$ cat src/rtl/platform_player_fsm.sv
`default_nettype none
// ============================================================================
// Module   : platform_player_fsm
// Purpose  : Per-frame player motion (RUN/JUMP/FALL) with block collisions;
//            PLAYER_VAR_JUMP_EN enables early jump release.
// Revision : 1.0 - initial release
// ============================================================================
module platform_player_fsm #(
   parameter int N_BLOCKS        = 8,
   parameter int PLAYER_S        = 30,
   parameter int BLOCK_W         = 28,
   parameter int BLOCK_H         = 28,
   parameter int GROUND_Y        = 344,
   parameter int PAGE_W          = 640,
   parameter int JUMP_FRAMES     = 35,
   parameter int VY              = 2,
   parameter int RUN_STEP        = 2,
   parameter int SPRINT_STEP     = 4,
   parameter int MIN_JUMP_FRAMES = 8
) (
   input  logic                     frame_clk,
   input  logic                     reset,
   input  logic [7:0]               keycode,
   input  logic                     sprint,
   input  logic                     restart,
   input  logic [10*N_BLOCKS-1:0]   block_x,
   input  logic [10*N_BLOCKS-1:0]   block_y,
   input  logic [N_BLOCKS-1:0]      block_en,
   output logic signed [31:0]       world_x,
   output logic [9:0]               x_offset,
   output logic [9:0]               player_y,
   output logic [15:0]              page_index,
   output logic [N_BLOCKS-1:0]      hit_flags,
   output logic [1:0]               state,
   output logic                     hit_pulse
);
   typedef enum logic [1:0] {ST_RUN = 2'b00, ST_JUMP = 2'b01, ST_FALL = 2'b10} state_t;

   localparam logic [7:0] c_KEY_LEFT  = 8'h04;
   localparam logic [7:0] c_KEY_RIGHT = 8'h07;
   localparam logic [7:0] c_KEY_JUMP  = 8'h1A;
   localparam int c_CNT_MAX = (JUMP_FRAMES > MIN_JUMP_FRAMES) ? JUMP_FRAMES : MIN_JUMP_FRAMES;
   localparam int c_CNT_W   = $clog2(c_CNT_MAX + 1);
   localparam logic [10:0] c_S      = 11'(PLAYER_S);
   localparam logic [10:0] c_BW     = 11'(BLOCK_W);
   localparam logic [10:0] c_BH     = 11'(BLOCK_H);
   localparam logic [10:0] c_GROUND = 11'(GROUND_Y);
   localparam logic [10:0] c_VY     = 11'(VY);
   localparam logic signed [12:0] c_S13      = 13'(PLAYER_S);
   localparam logic signed [12:0] c_BW13     = 13'(BLOCK_W);
   localparam logic signed [12:0] c_PAGE13   = 13'(PAGE_W);
   localparam logic signed [12:0] c_RUN13    = 13'(RUN_STEP);
   localparam logic signed [12:0] c_SPRINT13 = 13'(SPRINT_STEP);

   logic signed [31:0]   wx_q, wx_d;
   logic [9:0]           xoff_q, xoff_d, py_q, py_d;
   logic [15:0]          page_q, page_d;
   state_t               st_q, st_d;
   logic [c_CNT_W-1:0]   cnt_q, cnt_d, w_cnt_inc;
   logic [N_BLOCKS-1:0]  flags_q, flags_d;
   logic                 pulse_q, pulse_d;

   logic signed [12:0]   w_step, w_dx, w_dx_eff, w_px, w_cand, w_xoff_sum;
   logic signed [31:0]   w_wx_sum;
   logic [10:0]          w_px11, w_py, w_bump_y, w_land_y, w_tgt;
   logic [N_BLOCKS-1:0]  w_hov, w_blk, w_sup, w_bump, w_land;

   assign w_px11     = {1'b0, xoff_q};
   assign w_py       = {1'b0, py_q};
   assign w_px       = $signed({3'b000, xoff_q});
   assign w_step     = sprint ? c_SPRINT13 : c_RUN13;
   assign w_dx       = (keycode == c_KEY_LEFT)  ? -w_step :
                       (keycode == c_KEY_RIGHT) ?  w_step : 13'sd0;
   assign w_cand     = w_px + w_dx;
   assign w_dx_eff   = (|w_blk) ? 13'sd0 : w_dx;
   assign w_wx_sum   = wx_q + $signed({{19{w_dx_eff[12]}}, w_dx_eff});
   assign w_xoff_sum = w_px + w_dx_eff;
   assign w_cnt_inc  = cnt_q + 1'b1;

   for (genvar gi = 0; gi < N_BLOCKS; gi++) begin : g_blk
      logic [10:0]        bx, by;
      logic signed [12:0] bxs;
      logic               vov;
      assign bx  = {1'b0, block_x[10*gi +: 10]};
      assign by  = {1'b0, block_y[10*gi +: 10]};
      assign bxs = $signed({3'b000, block_x[10*gi +: 10]});
      assign vov = (w_py + c_S > by) && (w_py < by + c_BH);
      assign w_hov[gi]  = block_en[gi] && (w_px11 + c_S > bx) && (w_px11 < bx + c_BW);
      assign w_blk[gi]  = block_en[gi] && vov && (w_cand + c_S13 > bxs) && (w_cand < bxs + c_BW13);
      assign w_sup[gi]  = w_hov[gi] && (w_py + c_S == by);
      assign w_bump[gi] = w_hov[gi] && (w_py <= by + c_BH + c_VY) && (w_py >= by + c_BH);
      assign w_land[gi] = w_hov[gi] && (w_py + c_S <= by) && (w_py + c_VY + c_S >= by);
   end

   always_comb begin
      wx_d = wx_q;  xoff_d = xoff_q;  page_d = page_q;  py_d = py_q;
      st_d = st_q;  cnt_d = cnt_q;    flags_d = flags_q; pulse_d = 1'b0;
      w_bump_y = 11'd0;
      w_land_y = 11'h7FF;
      w_tgt    = 11'h7FF;

      // Nearest contact wins: lowest block bottom when rising, highest top when falling
      for (int i = 0; i < N_BLOCKS; i++) begin
         if (w_bump[i] && ({1'b0, block_y[10*i +: 10]} + c_BH > w_bump_y))
            w_bump_y = {1'b0, block_y[10*i +: 10]} + c_BH;
         if (w_land[i] && ({1'b0, block_y[10*i +: 10]} - c_S < w_land_y))
            w_land_y = {1'b0, block_y[10*i +: 10]} - c_S;
      end

      if (w_wx_sum[31]) begin
         wx_d = '0;  xoff_d = '0;  page_d = '0;
      end else begin
         wx_d = w_wx_sum;
         if (w_xoff_sum >= c_PAGE13) begin
            xoff_d = 10'(w_xoff_sum - c_PAGE13);
            page_d = page_q + 16'd1;
         end else if (w_xoff_sum < 13'sd0) begin
            xoff_d = 10'(w_xoff_sum + c_PAGE13);
            page_d = page_q - 16'd1;
         end else begin
            xoff_d = 10'(w_xoff_sum);
         end
      end

      case (st_q)
         ST_RUN: begin
            cnt_d = '0;
            if (keycode == c_KEY_JUMP)
               st_d = ST_JUMP;
            else if ((w_py != c_GROUND) && !(|w_sup))
               st_d = ST_FALL;
         end
         ST_JUMP: begin
            cnt_d = w_cnt_inc;
            if (|w_bump) begin
               py_d    = 10'(w_bump_y);
               flags_d = flags_q | w_bump;
               pulse_d = |(w_bump & ~flags_q);
               st_d    = ST_FALL;
            end
`ifdef PLAYER_VAR_JUMP_EN
            else if ((cnt_q >= c_CNT_W'(MIN_JUMP_FRAMES)) && (keycode != c_KEY_JUMP)) begin
               cnt_d = cnt_q;
               st_d  = ST_FALL;
            end
`endif
            else if (w_py < c_VY) begin
               py_d = '0;
               st_d = ST_FALL;
            end else begin
               py_d = 10'(w_py - c_VY);
               if (w_cnt_inc == c_CNT_W'(JUMP_FRAMES))
                  st_d = ST_FALL;
            end
         end
         ST_FALL: begin
            if (w_py + c_VY >= c_GROUND)
               w_tgt = c_GROUND;
            if ((|w_land) && (w_land_y < w_tgt))
               w_tgt = w_land_y;
            if (w_tgt != 11'h7FF) begin
               py_d  = 10'(w_tgt);
               st_d  = ST_RUN;
               cnt_d = '0;
            end else begin
               py_d = 10'(w_py + c_VY);
            end
         end
         default: st_d = ST_RUN;
      endcase

      // A page turn invalidates every sticky flag, including ones hit this frame
      if (page_d != page_q) begin
         flags_d = '0;
         pulse_d = 1'b0;
      end

      if (restart) begin
         wx_d = '0;  xoff_d = '0;  page_d = '0;  py_d = 10'(GROUND_Y);
         st_d = ST_RUN;  cnt_d = '0;  flags_d = '0;  pulse_d = 1'b0;
      end
   end

   always_ff @(posedge frame_clk) begin
      if (reset) begin
         wx_q    <= '0;
         xoff_q  <= '0;
         page_q  <= '0;
         py_q    <= 10'(GROUND_Y);
         st_q    <= ST_RUN;
         cnt_q   <= '0;
         flags_q <= '0;
         pulse_q <= 1'b0;
      end else begin
         wx_q    <= wx_d;
         xoff_q  <= xoff_d;
         page_q  <= page_d;
         py_q    <= py_d;
         st_q    <= st_d;
         cnt_q   <= cnt_d;
         flags_q <= flags_d;
         pulse_q <= pulse_d;
      end
   end

   assign world_x    = wx_q;
   assign x_offset   = xoff_q;
   assign page_index = page_q;
   assign player_y   = py_q;
   assign state      = st_q;
   assign hit_flags  = flags_q;
   assign hit_pulse  = pulse_q;
endmodule
`default_nettype wire

$ cat config.mk
export PLATFORM = sky130hd
export DESIGN_NAME = platform_player_fsm
export DESIGN_NICKNAME = d
export VERILOG_FILES = /design/src/rtl/platform_player_fsm.sv
export SDC_FILE = /design/constraint.sdc
export NUM_CORES = 2
export LEC_CHECK = 0
export ABC_CLOCK_PERIOD_IN_PS = 28400
export CORE_MARGIN = 2
export CORE_UTILIZATION = 62
export CTS_BUF_LIST = sky130_fd_sc_hd__clkbuf_4 sky130_fd_sc_hd__clkbuf_8 sky130_fd_sc_hd__clkbuf_16
export CTS_CLUSTER_SIZE = 14
export DETAILED_ROUTE_END_ITERATION = 10
export PLACE_DENSITY = 0.92
export SYNTH_ARGS = -nofsm -noshare
export SYNTH_HDL_FRONTEND = slang
export SYNTH_SLANG_ARGS = --single-unit
$ cat constraint.sdc
create_clock -name frame_clk -period 28.4 [get_ports frame_clk]
set_input_delay 5.68 -clock frame_clk [delete_from_list [all_inputs] [get_ports frame_clk]]
set_output_delay 5.68 -clock frame_clk [all_outputs]
set_load 0.01 [all_outputs]
-- Word level (Yosys, flattened, before mapping)
Index checks and enable logic that the tools add are counted.
W data, S select, Z words.
- bits in registers: 85
- latch bits: 0
- bits in writable memories: 0
- ROM bits: 0
- output and inout port bits: 79
- logic and storage cells: 354
- memories: 0
- add/sub/neg operators: 55
- multipliers: 0
- div/mod/pow operators: 0
- magnitude comparators: 101
- equal/unequal tests: 20
- shift-type cells: 0
- muxes and demuxes: 42
- bitwise logic cells: 5
- reduce and logical (&&, ||, !) cells: 122
- operators with widths (cell ; count):
    $add A10 B5 Y11 const B ; 26
    $mux W11 ; 19
    $gt A11 B10 Y1 ; 16
    $lt A10 B11 Y1 ; 16
    $logic_and A1 B1 Y1 ; 106
    $gt A13 B11 Y1 ; 8
    $lt A13 B12 Y1 ; 8
    $add A11 B2 Y11 const B ; 8
    $eq A11 B10 Y1 ; 8
    $ge A10 B11 Y1 ; 8
    $ge A11 B10 Y1 ; 8
    $le A10 B11 Y1 ; 8
    $le A11 B10 Y1 ; 8
    $lt A11 B11 Y1 ; 8
    $sub A10 B5 Y11 const B ; 8
    $gt A11 B11 Y1 ; 7
    $mux W10 ; 6
    $mux W16 ; 3
    $reduce_or A8 Y1 ; 5
    $add A32 B13 Y32 ; 1
    $add A11 B13 Y13 ; 2
    $mux W13 ; 2
    $pmux W10 S2 ; 1
    $pmux W6 S3 ; 1
    44 further kinds ; 54

-- Depth between registers and ports, before layout
- word-level depth: 36
- depth in mapped cells: 137
- gate-level depth less buffers: 134

-- Worst setup path after synthesis
OpenSTA, ideal clock, no wires.
- kind: input to register
- start point: in block_y[4]
- end point: reg py_q[3] (netlist: player_y[3])
- data arrival time: 25333 ps
- slack: 2952 ps
- cell stages on the path: 134
- path buffers: 3
- cell sequence: nor3_1 > xnor2_1 > inv_1 > or3_1 > nor2_1 > nand2_1 > xnor2_1 > ha_1 > nand2_1 > nor4_1 > nor2_1 > nand2_1 > a21oi_1 > a311oi_1 > nor2_1 > o31a_1 > and2_1 > inv_1 > [98 not listed] > o21a_1 > o21a_1 > o21ai_0 > nand2b_1 > a21oi_1 > nor2b_1 > o21ai_0 > nand2b_1 > a21oi_1 > nor2b_1 > o21ai_0 > nand2b_1 > o311ai_1 > nor2_1 > a311oi_1 > o311a_1 > o211ai_1 > and2_1
- word-level cells in the longest chain between the ends: 33
- elaborated cells on any way between the ends: 69
- those cells by class: 3 x add/sub; 21 x order compare; 1 x eq/ne; 21 x mux; 23 x reduce/logical
- ends and longest elaborated chain (item ; RTL line ; source):
    start, declared ; 27 ; input logic [10*N_BLOCKS-1:0] block_y,
    parallel branches: the longest is 32 deep, another holds $sub A10 B5 Y11 ; - ;
    $pmux W10 S2 (*) ; 125 ; case (st_q)
    end signal, assigned ; 189 ; py_q <= 10'(GROUND_Y);
    end signal, assigned ; 198 ; py_q <= py_d;
    end, declared ; 56 ; logic [9:0] xoff_q, xoff_d, py_q, py_d;
Every way passes the cells marked *. The select of a mux whose other input is x is not followed.
A chain may end at the register's enable or synchronous reset.

-- Final worst setup path
- start point: in block_y[3]
- end point: reg py_q[3] (netlist: player_y[3])
The elaborated chain is that of the path after synthesis.

==> key figures <==
Power
  – Seq pwr share: 0.188
  – VDD IR max: between 0.00002 and 0.00003 V
  – Logic gate share of total power: 0.611
  – P_leak: 16.5 nW
  – Total power: 0.628 mW
  – Pwr Density: between 15 and 20 nW/um^2
  – Psw: 0.285 mW
  – P_int: approximately 0.34 mW
  – Switching Share: 0.454
  – Clk pwr share: 0.201

Yosys
  – Synth Flop Type: dfxtp_1
  – Warnings from Yosys: 0
  – Largest cells by area after synthesis: ha_1 (35%), xnor2_1 (7.1%), dfxtp_1 (5.4%)
  – Share of flip-flops with an asynchronous set or reset: 0
  – Post-synth EDFFs: 0
  – Syn Area/Cell: 7.72 sq um
  – Post-synthesis sequential area ratio: 0.0538
  – Syn Inst Count: 3949
  – Synthesized flop and latch total: a little over 80
  – Distinct cells, synth: 94
  – Area fraction of the dominant cell type after synthesis: 0.348
  – Synth Cell Area: 30500 sq um
  – Synth area leader: ha_1

Flow run
  – Max-cap violation count: 0

Global route
  – Gr ovfl total: 0
  – Vias in the first global route: 31538
  – Total routing usage reported by global routing: 0.426
  – Initial antenna violation count: 1
  – First-pass GRT wire length: 171 mm
  – Largest net degree at the start of global routing: 52

Routing
  – First-iteration detailed-routing DRC count: 4057
  – Drc violations: 0
  – Post-Route WL: between 100 and 150 mm
  – Via density: 6.68
  – Drt wl/cell: about 23 um
  – Pre-antenna DRT Iters: 6
  – DR vias: 32839
  – Final antenna-violating net count: 0

Critical path
  – Flop2flop setup slack: 5.30 ns
  – Stages on the worst setup path: 134
  – Slowest-stage cell, CP: clkdlybuf4s50_1
  – Slowest cell delay on critical path: 0.66 ns
  – Critical Path End: player_y[3]
  – Data arrival, critical path: ~27 ns
  – Setup crit start: block_y[3]
  – Max Fanout on Critical Path: 11
  – CP Capture Type: flop
  – Crit path buf inv count: 7
  – R2R Path Start: player_y[1]
  – CP most frequent cell: o21a_1
  – CP Data Required Time: 28.66 ns
  – Worst Setup Path Type: primary input to flop
  – R2R depth: 96
  – Reg2reg end: cnt_q[5]
  – Top delay family on crit path: compound AO/OA/AOI/OAI gates
  – Critical Path Source Type: primary input

Finish
  – Cell area after layout: 34700 sq um
  – Final net count: 5280
  – Most frequent cells in the layout: ha_1 (848), inv_1 (346), clkdlybuf4s50_1 (254), xnor2_1 (244), nor2_1 (239)
  – Area growth syn-to-layout: 13.9%
  – Most common cell after layout, fill and taps aside: ha_1
  – Layout cells sized above 1: 0.0522

Floorplanning
  – Die height: 226 um
  – Die W: about 230 um
  – Die area: 51000 sq um
  – Initial Util: 0.626
  – # rows: 81
  – Core ar.: approximately 49000 sq um
  – Top Ports: between 200 and 300

Clock tree
  – Total CTS buffers: 9
  – CTS max path bufs: 2
  – Reg clk slew, reported paths: about 0.070 ns
  – Clk sinks: between 80 and 90
  – Skew-Pair Late Insertion Delay: about 0.37 ns
  – CTS tree: done
  – Clock H-tree levels: 3
  – Root buf cell: clkbuf_16

Placed design
  – Post-DP Area: 34300 sq um
  – RePlAce Congestion: ~1.0
  – I/O Buffers: 255
  – Dpl hpwl: 89.4 mm

Timing
  – Finish-stage setup viols: 0
  – Max-slew violation count: 0
  – RSZ-0062 raised after global routing: no
  – Measured slew at the worst slew-check pin: 1.24 ns
  – Tcrit/Tclk final: 0.954
  – Sum of negative setup slack: 0 ns
  – Tmin final: 27.08 ns
  – Slew headroom: 0.151
  – Max Clk Rate: 36.9 MHz
  – Final Hold Viols: 0
  – Clock skew: 0.0126 ns

Run status
  – Status: complete, no violations

Worst hold path
  – Hold Path Class: flop to flop
[state kept, by name, summed over array words and instances (netlist names)]
| register | flops |
|---|---|
| page_index | 16 |
| state | 2 |
| hit_pulse | 1 |
| world_x | 30 |
| hit_flags | 8 |
| x_offset | 9 |
| cnt_q | 6 |
| player_y | 10 |
[worst register-to-register path: cells and delay by family (launching register included)]
| kind | cells | cell delay, ns |
|---|---|---|
| AO/OA/AOI/OAI | 45 | 9.54 |
| XOR/XNOR | 1 | 0.15 |
| adder cells (fa/ha/maj) | 10 | 3.43 |
| buffers and inverters | 6 | 1.47 |
| flip-flops | 1 | 0.69 |
| multiplexers | 8 | 2.17 |
| AND/OR/NAND/NOR | 26 | 5.57 |
[what timing repair did]
item / CTS / global route
endpoints found under the hold margin: 0 / 0
resized for setup: 0 / 21
buffers inserted: 0 / 7
endpoints found under the setup margin: 0 / 18
hold buffers: 0 / 0
[metrics by stage]
step                hold slack [ns]  utilization  setup WS, ns  instances
detailed placement            0.469        0.703          1.05       4895
floorplan                     0.446            -          2.95       3957
CTS                           0.483        0.709          1.35       4911
global route                  0.519        0.713        0.0264       4918
finish                        0.494        0.713          1.32       4919
global placement              0.456        0.703          1.38       4895
[cell type report]
| class | instances | area, sq um |
|---|---|---|
| sequential | 82 | 1650 |
| multi-input combinational | 3468 | 27500 |
| tap | 664 | 831 |
| fill | 3797 | 14000 |
| antenna | 1 | 2.50 |
| timing repair buffer | 338 | 3190 |
| inverter | 350 | 1310 |
| clock buffer | 9 | 225 |
| clock inverter | 7 | 83.8 |
[synth_stat cells (all sizes together) (13+ instances only)]
| library cell | n |
|---|---|
| a211oi | 50 |
| a21o | 104 |
| a21oi | 234 |
| a31oi | 34 |
| and2 | 26 |
| and3 | 48 |
| buf | 16 |
| clkbuf | 41 |
| dfxtp | 82 |
| ha | 848 |
| inv | 346 |
| mux2 | 62 |
| mux2i | 37 |
| nand2 | 187 |
| nand2b | 70 |
| nand3 | 138 |
| nand4 | 94 |
| nor2 | 240 |
| nor2b | 91 |
| nor3 | 127 |
| nor4 | 35 |
| o211ai | 32 |
| o21a | 168 |
| o21ai | 212 |
| o21bai | 40 |
| o22ai | 20 |
| o31ai | 19 |
| o32ai | 13 |
| or2 | 17 |
| or3 | 44 |
| or4 | 13 |
| xnor2 | 247 |
| xor2 | 50 |
[kinds of logic after synthesis]
family	share of synthesized area
simple gates	0.199
buf+inv	0.0510
other cells	0.000246
compound gates	0.225
fa+ha+maj	0.350
xor+xnor	0.0853
flops	0.0538
mux	0.0355
[layer usage]
metal  share of wire  track usage  up-vias  routed length (um)
met5         0.00011            0        -                  12
met4           0.077        0.275        2                8600
met3            0.13        0.109      564               14400
met2            0.40        0.636     2051               45200
met1            0.39        0.541    15016               43800
li1                -            -    15206                   -
[how the worst min path moves through the flow]
stage,startpoint,end,slack [ns],depth (start not counted)
6_report,cnt_q[5],cnt_q[5],0.49,2
5_1_grt,cnt_q[5],cnt_q[5],0.52,2
4_1_cts,cnt_q[5],cnt_q[5],0.48,2
3_5_place_dp,cnt_q[5],cnt_q[5],0.47,2
3_3_place_gp,cnt_q[5],cnt_q[5],0.46,2
2_1_floorplan,cnt_q[5],cnt_q[5],0.45,2
[power by group through the flow]
stage | registers, mW | logic (mW) | clock network (mW)
4_1_cts | 0.118 | 0.369 | 0.127
3_5_place_dp | 0.121 | 0.366 | 0
5_1_grt | 0.118 | 0.421 | 0.132
6_report | 0.118 | 0.384 | 0.126
3_3_place_gp | 0.121 | 0.357 | 0
2_1_floorplan | 0.121 | 0.240 | 0
(Power assumes the default switching activity.)
